File: src/rtl/controller_emulator.sv
// Device-side serial controller responder: latches button states and shifts them out active-low.
// Optional per-button debounce is enabled by defining CONTROLLER_EMULATOR_DEBOUNCE_EN.
module controller_emulator #(
  parameter int unsigned NUM_BUTTONS     = 8,
  parameter logic        FILL_BIT        = 1'b1,
  parameter int unsigned DEBOUNCE_CYCLES = 1024
) (
  input  logic                   clk,
  input  logic                   rst_B,
  input  logic [NUM_BUTTONS-1:0] buttons,
  input  logic                   ctrl_latch,
  input  logic                   ctrl_clk,
  output logic                   ctrl_data_out_B,
  output logic                   frame_done,
  output logic                   busy
);

  localparam int unsigned    CW      = $clog2(NUM_BUTTONS + 1);
  localparam logic [CW-1:0]  CNT_MAX = CW'(NUM_BUTTONS);

  typedef enum logic [1:0] {IDLE, LOAD, SHIFT, DONE} state_t;

  state_t                 state, state_n;
  logic [NUM_BUTTONS-1:0] shreg, shreg_n;
  logic [CW-1:0]          cnt, cnt_n;
  logic                   last_shift, done_pend;

  logic [1:0]             latch_sync, clk_sync;
  logic                   clk_d;
  logic [NUM_BUTTONS-1:0] btn_s1, btn_s2, btn_val;
  logic                   latch_s, clk_rise;

  always_ff @(posedge clk or negedge rst_B) begin
    if (!rst_B) begin
      latch_sync <= '0;
      clk_sync   <= '0;
      clk_d      <= 1'b0;
      btn_s1     <= '0;
      btn_s2     <= '0;
    end else begin
      latch_sync <= {latch_sync[0], ctrl_latch};
      clk_sync   <= {clk_sync[0], ctrl_clk};
      clk_d      <= clk_sync[1];
      btn_s1     <= buttons;
      btn_s2     <= btn_s1;
    end
  end

  assign latch_s  = latch_sync[1];
  assign clk_rise = clk_sync[1] & ~clk_d;

`ifdef CONTROLLER_EMULATOR_DEBOUNCE_EN
  localparam int unsigned   DW      = $clog2(DEBOUNCE_CYCLES + 1);
  localparam logic [DW-1:0] DB_LAST = DW'(DEBOUNCE_CYCLES - 1);

  logic [DW-1:0]          db_cnt [NUM_BUTTONS];
  logic [NUM_BUTTONS-1:0] btn_db;

  // A bit flips only after DEBOUNCE_CYCLES consecutive disagreeing samples.
  always_ff @(posedge clk or negedge rst_B) begin
    if (!rst_B) begin
      btn_db <= '0;
      for (int unsigned i = 0; i < NUM_BUTTONS; i++) db_cnt[i] <= '0;
    end else begin
      for (int unsigned i = 0; i < NUM_BUTTONS; i++) begin
        if (btn_s2[i] == btn_db[i]) begin
          db_cnt[i] <= '0;
        end else if (db_cnt[i] == DB_LAST) begin
          btn_db[i] <= btn_s2[i];
          db_cnt[i] <= '0;
        end else begin
          db_cnt[i] <= db_cnt[i] + DW'(1);
        end
      end
    end
  end

  assign btn_val = btn_db;
`else
  logic unused_debounce;
  assign unused_debounce = (DEBOUNCE_CYCLES == 0);
  assign btn_val         = btn_s2;
`endif

  // Latch level has priority over any clock edge seen in the same cycle.
  always_comb begin
    state_n    = state;
    shreg_n    = shreg;
    cnt_n      = cnt;
    last_shift = 1'b0;
    if (latch_s) begin
      state_n = LOAD;
      shreg_n = btn_val;
      cnt_n   = '0;
    end else begin
      case (state)
        LOAD:  state_n = SHIFT;
        SHIFT: begin
          if (clk_rise) begin
            shreg_n = shreg >> 1;
            cnt_n   = cnt + CW'(1);
            if (cnt == CNT_MAX - CW'(1)) begin
              state_n    = DONE;
              last_shift = 1'b1;
            end
          end
        end
        default: ;
      endcase
    end
  end

  always_ff @(posedge clk or negedge rst_B) begin
    if (!rst_B) begin
      state <= IDLE;
    end else begin
      state <= state_n;
    end
  end

  // frame_done is delayed one stage so it lines up with the registered data output.
  always_ff @(posedge clk or negedge rst_B) begin
    if (!rst_B) begin
      shreg           <= '0;
      cnt             <= '0;
      done_pend       <= 1'b0;
      frame_done      <= 1'b0;
      ctrl_data_out_B <= 1'b1;
    end else begin
      shreg           <= shreg_n;
      cnt             <= cnt_n;
      done_pend       <= last_shift;
      frame_done      <= done_pend;
      ctrl_data_out_B <= ~((cnt == CNT_MAX) ? FILL_BIT : shreg[0]);
    end
  end

  assign busy = (state == SHIFT);

endmodule
File: config.mk
export PLATFORM = sky130hd
export DESIGN_NAME = controller_emulator
export DESIGN_NICKNAME = d
export VERILOG_FILES = /design/src/rtl/controller_emulator.sv
export SDC_FILE = /design/constraint.sdc
export NUM_CORES = 1
export LEC_CHECK = 0
export CORE_MARGIN = 5
export CORE_UTILIZATION = 61
export CTS_BUF_LIST = sky130_fd_sc_hd__clkbuf_8
export DETAILED_ROUTE_END_ITERATION = 8
export PLACE_DENSITY = 0.83
export SLEW_MARGIN = 15
export SYNTH_ARGS = -nofsm -noshare
export SYNTH_HDL_FRONTEND = slang
export SYNTH_SLANG_ARGS = --single-unit
File: constraint.sdc
create_clock -name clk -period 2.6 [get_ports clk]
set_input_delay 0.78 -clock clk [delete_from_list [all_inputs] [get_ports clk]]
set_output_delay 0.78 -clock clk [all_outputs]
set_load 0.1 [all_outputs]
==> results.md, run 1 <==
- Outcome: finished, final reports clean
- # diodes: 0
- WL per Instance: approximately 14 um
- Setup Skew: 9.260 ps
- RSZ-0062 raised after global routing: no
- Mapped cell area: between 1000 and 1500 sq um
- Die Y-Extent: 56.63 um
- Core ar.: 2022 sq um
- Synth Area in Simple Gates: 9.623%
- Worst path required time: 1820 ps
- RR Startpoint: state[0]$_DFFE_PN0P_
- Mapped Cells: 92
- Async SR Flop Fraction: 100.0%
- Root Driver: clkbuf_8
- Initial antenna violation count: 0
- Leakage: between 0.6 and 0.7 nW
- Top cells by area, synth: dfrtp_1, mux2i_1, nand2_1, dfstp_2, ha_1
- R2R setup slack: 870 ps
- Relative slew slack: roughly 52%
- Pwr dens: 724.4 nW/um^2
- Worst-path clk slew: ~70 ps
- Starting density of the core: 65.59%
- DRC: 0
- Die X: about 57 um
- Crit-path max FO: 5
- Crit path launch type: flip-flop
- Ports: 15
- Via count of the first global-routing pass: about 760
- Area Overhead vs Synth: 17.74%
- Share of layout cells above drive strength 1: around 14%
- DP HPWL: 1.271 mm
- Post-Synth Adder-Cell Area: about 1.9%
- Share of the synthesized area in the top cell type: 69.81%
- Post-route ant nets: 0
- Period utilisation layout: between 70% and 80%
- CP Data Arrival Time: 1120 ps
- Total grt overflow: 0
- FP Rows: 16
- H-tree depth: 2
- Final Hold Fails: 0
- Largest net degree at the start of global routing: 39
- Max Fclk: 525.7 MHz
- Setup bufs post-CTS: 0
- Combined area of the multi-input logic cells: 329.1 sq um
- Fin crit period: 1902 ps
- Worst setup EP type: output port
- Seq/Total Area, Yosys: 71.79%
- Final setup vio count: 0
- Synth Area in XOR/XNOR: 0.6604%
- Vias: 704
- Final net count: 124
- Flops & latches, synth: 38
- Synth Area in Compound Gates: 5.472%
- CTS Buf Count: 5
- Vias/cell: 5.101
- Count of pins over their slew limit: 0
- Hold_buf cts: 0
- Gr usage total: 14.52%
- Total Routed Length: between 1.5 and 2 mm
- Synth Net Count: about 110
- CTS Buffer Depth: 2
- Clk_lat worst skew: 290 ps
- Sink Count: 38
- Top FF cell, synth: dfrtp_1
- Crit Reg-Reg Endpoint: cnt[3]$_DFFE_PN0P_
- Post-synth cell types: 24
- Worst Setup SP: state[1]$_DFFE_PN0P_
- Initial DRC count: 4
- Setup CP Type: reg2out
- CP endpoint: busy
- Number of max-cap violations: 0
- Ys Warns: 0
- Hold Crit Class: reg2reg
- Filler cells: about 140
- Final core occ: approximately 77%
- Peak supply drop: around 570 uV
- Syn avg cell area: roughly 14 sq um
- Setup_tns: 0 ps
- Die area: 3207 sq um
- Post-synthesis mux area share: 7.170%
- Slew @ Worst Pin: between 700 and 800 ps
- GPL Wtd Cong: 0.6713
- Post-CTS sizing: 0
- Largest family of logic cells by synthesized area: simple AND/OR/NAND/NOR gates
- First-pass DRT Iterations: 2
- CTS tree: yes
- FF/Latch Area: 952.2 sq um
- Number of enable flip-flop cells after synthesis: 0
- PortBufs: 14
- Synth area leader: dfrtp_1
- First-pass GRT wire length: 3.415 mm
- R2R cell count: 3
-- flip-flops by register name, summed over array words and instances (netlist names) --
| name | count |
|---|---|
| shreg | 8 |
| latch_sync | 2 |
| clk_d | 1 |
| btn_s2 | 8 |
| cnt | 4 |
| state | 2 |
| clk_sync | 2 |
| frame_done | 1 |
| done_pend | 1 |
| btn_s1 | 8 |
| ctrl_data_out_B | 1 |
-- synth_stat cells (2+ instances only) --
cell	count
nand3b_1	2
nand2_1	8
clkbuf_1	2
nor2b_1	2
o21ai_1	5
o21ai_0	4
nor2_1	6
ha_1	2
dfrtp_1	37
mux2i_1	8
inv_1	3
-- per-layer routing --
layer | share of wire, % | track usage (%)
met3 | 6.2 | 5.046
met4 | 2.2 | 8.136
met1 | 39 | 16.97
met2 | 53 | 23.10
met5 | 0 | 0
-- logic make-up (layout without fill, tap and decap cells) --
kind of cell    count (synthesis)  after routing
fa+ha+maj                       2              2
buf+inv                         7             26
flops                          38             38
mux                             9              9
simple gates                   22             22
xor+xnor                        1              1
compound gates                 13             13
-- report_power, final --
group,switching [W],leakage (nW),internal [W]
combinational,0.0000446,0.185,0.0000325
clock,0.000196,0.0472,0.000213
sequential,0.0000208,0.460,0.000624
-- cell usage in the layout, fill, tap and decap left out, types with 2 or more instances in the layout --
cell | synthesis | routed
nand3b_1 | 2 | 2
nand2_1 | 8 | 8
inv_1 | 3 | 3
buf_4 | 0 | 4
clkbuf_8 | 0 | 6
dfrtp_1 | 37 | 37
o21ai_1 | 5 | 5
clkdlybuf4s50_1 | 0 | 11
mux2i_1 | 8 | 8
ha_1 | 2 | 2
nor2b_1 | 2 | 2
nor2_1 | 6 | 6
o21ai_0 | 4 | 4
-- area by class of cell --
class	instances	share of cell area, %
multi-input cells	47	21.07
flip-flops and latches	38	60.98
inverters	3	0.7212
clock buffers	6	5.288
clock inverters	2	0.8013
well taps	27	2.163
repair buffers	15	8.974
-- through the flow --
stage | hold slack, ps | setup WS (ps) | total power (W) | area [sq um] | std cells
after floorplan | 331.2 | 90.40 | 0.0006943 | 1326 | 92
after global placement | 333.0 | 923.6 | 0.0007281 | 1466 | 130
after detailed placement | 334.7 | 887.6 | 0.0007347 | 1466 | 130
after CTS | 350.1 | 689.5 | 0.001141 | 1562 | 138
after global routing | 371.5 | 658.3 | 0.001183 | 1562 | 138
final | 348.3 | 697.9 | 0.001131 | 1562 | 138
-- worst max-delay path, stage by stage (launching register included) --
cell and delay [ps]:
dfrtp_1 400, nor2b_1 150, buf_4 290
-- worst min path at each step --
stage | start | cells past startpoint | end
after floorplan | btn_s1[0]$_DFF_PN0_ | 0 | btn_s2[0]$_DFF_PN0_
after global placement | btn_s1[7]$_DFF_PN0_ | 0 | btn_s2[7]$_DFF_PN0_
after detailed placement | latch_sync[0]$_DFF_PN0_ | 0 | latch_sync[1]$_DFF_PN0_
after CTS | latch_sync[0]$_DFF_PN0_ | 0 | latch_sync[1]$_DFF_PN0_
after global routing | btn_s1[5]$_DFF_PN0_ | 0 | btn_s2[5]$_DFF_PN0_
final | latch_sync[0]$_DFF_PN0_ | 0 | latch_sync[1]$_DFF_PN0_
Power figures use the tool's default switching activity.
==> run 2: changes to the inputs <==
--- a/config.mk
+++ b/config.mk
@@ -6,10 +6,10 @@
 export NUM_CORES = 1
 export LEC_CHECK = 0
 export CORE_MARGIN = 5
-export CORE_UTILIZATION = 61
+export CORE_UTILIZATION = 51
 export CTS_BUF_LIST = sky130_fd_sc_hd__clkbuf_8
 export DETAILED_ROUTE_END_ITERATION = 8
-export PLACE_DENSITY = 0.83
+export PLACE_DENSITY = 0.73
 export SLEW_MARGIN = 15
 export SYNTH_ARGS = -nofsm -noshare
 export SYNTH_HDL_FRONTEND = slang
==> constraint.sdc (replaced) <==
create_clock -name clk -period 1.7 [get_ports clk]
set_input_delay 0.51 -clock clk [delete_from_list [all_inputs] [get_ports clk]]
set_output_delay 0.51 -clock clk [all_outputs]
set_load 0.1 [all_outputs]
==> run 2 against run 1 <==
Design area up 6.5%. Total power up 65%. Global-route usage down 1.7 points. Non-clock buffer count up 3. Clock-buffer cell count unchanged. Sequential cell count unchanged. Via count up 3.3%. Largest power group unchanged.
==> results.md, run 2 (synthesized netlist as in run 1, its figures left out) <==
- Gr usage total: 12.86%
- Core ar.: approximately 2500 sq um
- Vias: 727
- Leakage: around 0.74 nW
- Seq pwr share: 52.6%
- H-tree depth: 2
- Initial DRC count: 8
- Final setup vio count: 0
- DP HPWL: 1.348 mm
- Total Routed Length: about 1.9 mm
- Clk_lat worst skew: 270 ps
- Post-route insts no fill: 143
- Leading cell type in the layout, fill and taps excluded: dfrtp_1
- Crit path launch type: flip-flop
- Initial antenna violation count: 0
- First-pass GRT wire length: around 3.4 mm
- Clock network power share: approximately two fifths
- PortBufs: 14
- CTS tree: yes
- Vias/cell: 5.084
- CTS Buf Count: 5
- Fin crit period: 1552 ps
- Pwr dens: 1125 nW/um^2
- Die area: 3720 sq um
- Sink Count: 38
- First-pass DRT Iterations: 3
- Total grt overflow: 0
- CTS Buffer Depth: 2
- Starting density of the core: 53.54%
- RSZ-0062 raised after global routing: no
- Outcome: finished, final reports clean
- Via count of the first global-routing pass: 744
- Setup CP Type: reg2out
- Biggest registers after layout: btn_s1: 8 flops, btn_s2: 8 flops, shreg: 8 flops
- Setup bufs post-CTS: 0
- Ports: 15
- Setup WS pre-CTS: a little under 300 ps
- Post-route ant nets: 0
- Setup_tns: 0 ps
- Power share of the combinational group: between 7 and 8%
- Power Total: approximately 0.0019 W
- Setup ws final: 148.3 ps
- Final Hold Fails: 0
- Crit-path max FO: 5
- GPL Wtd Cong: 0.7972
- Count of pins over their slew limit: 0
- Period utilisation layout: 91.27%
- Worst-path clk slew: 70 ps
- Most frequent cells in the layout: dfrtp_1, clkdlybuf4s50_1, nand2_1, mux2i_1
- Pint: between 0.001 and 0.0015 W
- Worst setup EP type: output port
- Net Sw Power: 0.0003795 W
- Final net count: 127
- Switching Share: 20.28%
- Root Driver: clkbuf_8
- Largest net degree at the start of global routing: 39
- DRC: 0
- Max Fclk: 644.5 MHz
- Die Y-Extent: just over 60 um
- Post-CTS sizing: 0
- Area Overhead vs Synth: 25.38%
- Hold_buf cts: 0
- Peak supply drop: between 800 and 900 uV
- Placed cells: about 140
- Relative slew slack: 82.96%
- Die X: 61.00 um
- CP Data Arrival Time: 1040 ps
- # diodes: 0
- Worst path required time: 1190 ps
- Setup Skew: about 3.9 ps
- Slew @ Worst Pin: 255.5 ps
- Share of layout cells above drive strength 1: 16.81%
- FP Rows: 18
- Number of max-cap violations: 0
- WL per Instance: 13.31 um
- Hold Crit Class: reg2reg
run 2: worst paths after layout:
check	slack, ps	from	end	depth (start not counted)
setup / recovery	150	state[1]$_DFFE_PN0P_	busy	2
hold reg to reg	350	btn_s1[6]$_DFF_PN0_	btn_s2[6]$_DFF_PN0_	0
min in group asynchronous	610	rst_B	clk_d$_DFF_PN0_	2
hold / removal	350	btn_s1[6]$_DFF_PN0_	btn_s2[6]$_DFF_PN0_	0
max in group asynchronous	850	rst_B	ctrl_data_out_B$_DFF_PN1_	2
setup reg to reg	300	state[0]$_DFFE_PN0P_	cnt[3]$_DFFE_PN0P_	4
run 2: through the flow:
step | cell area (sq um) | utilization, % | hold WS, ps
2_1_floorplan | 1334 | - | 214.4
3_3_place_gp | 1550 | 62.58 | 333.0
3_5_place_dp | 1550 | 62.58 | 336.4
4_1_cts | 1663 | 67.12 | 351.6
5_1_grt | 1663 | 67.12 | 355.4
6_report | 1663 | 67.12 | 350.8
run 2: power groups by stage:
stage | clock [W] | sequential [W] | combinational [W]
CTS | 0.000765 | 0.000985 | 0.000144
detailed placement | 0 | 0.00100 | 0.000144
global route | 0.000803 | 0.000992 | 0.000155
floorplan | 0 | 0.00101 | 0.0000559
global placement | 0 | 0.000997 | 0.000141
finish | 0.000745 | 0.000984 | 0.000141
run 2: area by class of cell:
class	instances	area, sq um
multi-input cells	47	336.6
flip-flops and latches	38	952.2
well taps	30	37.54
clock inverters	1	30.03
fillers	193	814.5
clock buffers	6	82.58
inverters	3	11.26
repair buffers	18	212.7
run 2: critical path, stage by stage, from the launching register on:
cell and delay (ps):
dfrtp_1 410, nor2b_4 190, buf_12 180
run 2: routing by layer:
| layer | vias to the layer above | wire length (um) | GRT usage, % | part of all wire (%) |
|---|---|---|---|---|
| met3 | 0 | 106 | 4.468 | 5.6 |
| met1 | 366 | 789 | 15.55 | 41 |
| li1 | 344 | - | - | - |
| met4 | 0 | 0 | 3.715 | 0 |
| met2 | 17 | 1006 | 21.83 | 53 |
| met5 | - | 0 | 0 | 0 |
==> run 3: changes to the inputs <==
--- a/config.mk
+++ b/config.mk
@@ -6,10 +6,9 @@
 export NUM_CORES = 1
 export LEC_CHECK = 0
 export CORE_MARGIN = 5
-export CORE_UTILIZATION = 51
-export CTS_BUF_LIST = sky130_fd_sc_hd__clkbuf_8
+export CORE_UTILIZATION = 48
 export DETAILED_ROUTE_END_ITERATION = 8
-export PLACE_DENSITY = 0.73
+export PLACE_DENSITY = 0.7
 export SLEW_MARGIN = 15
 export SYNTH_ARGS = -nofsm -noshare
 export SYNTH_HDL_FRONTEND = slang
==> run 3 against run 2 <==
Critical path depth is the same. Setup slack lost 81 ps. Clock power grew 5.8%. Combinational power is essentially flat. Non-clock buffer count is the same. Design area is the same. Clock skew grew 1.8 ps. Sequential cell count is the same. Worst hold slack gained 1.1 ps. Maximum frequency shrank 5.0%. Clock-buffer cell count is the same. Via count grew 0.14%. Critical path type unchanged. Largest cell class unchanged.
==> results.md, run 3 (synthesized netlist as in run 1, its figures left out) <==
- Total Routed Length: 1.762 mm
- Die X: 62.57 um
- DP HPWL: 1.178 mm
- Crit path launch type: flip-flop
- Pwr dens: 1148 nW/um^2
- Ports: 15
- Crit Reg-Reg Endpoint: cnt[3]$_DFFE_PN0P_
- Count of pins over their slew limit: 0
- First-pass DRT Iterations: 3
- Relative slew slack: 72.12%
- Peak supply drop: ~830 uV
- Leading cell type in the layout, fill and taps excluded: dfrtp_1
- CTS Buf Count: 5
- CP Data Arrival Time: approximately 1100 ps
- Slew @ Worst Pin: 418.2 ps
- R2R cell count: 4
- R2R setup slack: around 300 ps
- Total grt overflow: 0
- Leakage: 0.7381 nW
- Post-CTS sizing: 0
- Clk_lat worst skew: 340 ps
- Setup_tns: 0 ps
- Final Hold Fails: 0
- Hold Path Depth: 0
- Starting density of the core: 48.94%
- Outcome: finished, final reports clean
- Setup WS pre-CTS: 312.3 ps
- Initial DRC count: 13
- Worst path required time: 1190 ps
- Setup CP Type: reg2out
- Largest net degree at the start of global routing: 39
- Final core occ: 61.36%
- CTS Buffer Depth: 2
- Initial antenna violation count: 0
- Setup Skew: 5.764 ps
- Final net count: 127
- Sink Count: 38
- Worst-path clk slew: between 100 and 150 ps
- Hold Crit Start: btn_s1[4]$_DFF_PN0_
- H-tree depth: 2
- Core ar.: 2710 sq um
- Die Y-Extent: 62.57 um
- DRC: 0
- WHS Endpoint: btn_s2[4]$_DFF_PN0_
- Biggest registers after layout: btn_s1: 8 flops, btn_s2: 8 flops, shreg: 8 flops
- Share of layout cells above drive strength 1: 17.54%
- CTS tree: yes
- GPL Wtd Cong: 0.7439
- Via count of the first global-routing pass: 798
- Period utilisation layout: between 90% and 100%
- Combined area of the multi-input logic cells: around 340 sq um
- Fin crit period: 1632 ps
- Vias/cell: approximately 5
- Max Fclk: 612.6 MHz
- Hold_buf cts: 0
- RSZ-0062 raised after global routing: yes
- Gr usage total: 11.43%
- WL per Instance: 12.15 um
- First-pass GRT wire length: between 3 and 4 mm
- # diodes: 0
- Hold Crit Class: reg2reg
- Die area: 3914 sq um
- Post-route ant nets: 0
- Final setup vio count: 0
- Vias: 728
- Number of max-cap violations: 0
- Worst setup EP type: output port
- FF/Latch Area: 952.2 sq um
- Most frequent cells in the layout: dfrtp_1, clkdlybuf4s50_1, nand2_1, mux2i_1, nor2_1
- PortBufs: 14
- Setup ws final: 67.52 ps
- FP Rows: 19
- Filler cells: roughly 240
- WHS: 351.9 ps
- Crit-path max FO: 5
- Setup bufs post-CTS: 0
- RR Startpoint: state[0]$_DFFE_PN0P_
- Root Driver: clkbuf_4
- Area Overhead vs Synth: 25.38%
==> run 3: changes by cell type in the layout (fill, tap and decap cells not counted), sizes merged <==
cell    previous run  this run
bufinv             1         2
==> run 3: layout make-up <==
class / instances / area share [%]
Timing Repair Buffer: 18 / 12.79
Clock buffer: 6 / 3.085
Tap cell: 31 / 2.333
Multi-Input combinational cell: 47 / 20.24
Inverter: 3 / 0.6772
Clock inverter: 2 / 3.612
Sequential cell: 38 / 57.26
==> run 3: stage by stage <==
| stage | power (W) | std cells | area (sq um) |
|---|---|---|---|
| 6_report | 0.001909 | 145 | 1663 |
| 5_1_grt | 0.002006 | 145 | 1663 |
| 4_1_cts | 0.001936 | 145 | 1663 |
| 3_5_place_dp | 0.001142 | 137 | 1551 |
| 3_3_place_gp | 0.001137 | 137 | 1551 |
| 2_1_floorplan | 0.001065 | 92 | 1334 |
==> run 3: routing by layer <==
layer	wire length, um	GRT usage, %	vias up
met3	117	5.036	8
met2	792	16.58	19
met1	773	12.38	353
met5	0	0	-
li1	-	-	348
met4	80	10.34	0
==> run 3: how the worst max path moves through the flow <==
| stage | to | cells past startpoint | from |
|---|---|---|---|
| floorplan | busy | 1 | state[1]$_DFFE_PN0P_ |
| global placement | cnt[3]$_DFFE_PN0P_ | 4 | state[0]$_DFFE_PN0P_ |
| finish | busy | 2 | state[1]$_DFFE_PN0P_ |
| global route | busy | 2 | state[1]$_DFFE_PN0P_ |
| CTS | busy | 2 | state[1]$_DFFE_PN0P_ |
| detailed placement | cnt[3]$_DFFE_PN0P_ | 4 | state[0]$_DFFE_PN0P_ |
==> run 3: critical path, stage by stage (launching register included) <==
cell and delay, ps:
dfrtp_1 420, nor2b_4 190, buf_12 180
==> run 3: where the power goes <==
| part | switching, W | internal [W] |
|---|---|---|
| clock | 0.000290 | 0.000498 |
| combinational | 0.0000709 | 0.0000668 |
| sequential | 0.0000286 | 0.000954 |
| total | 0.000390 | 0.00152 |
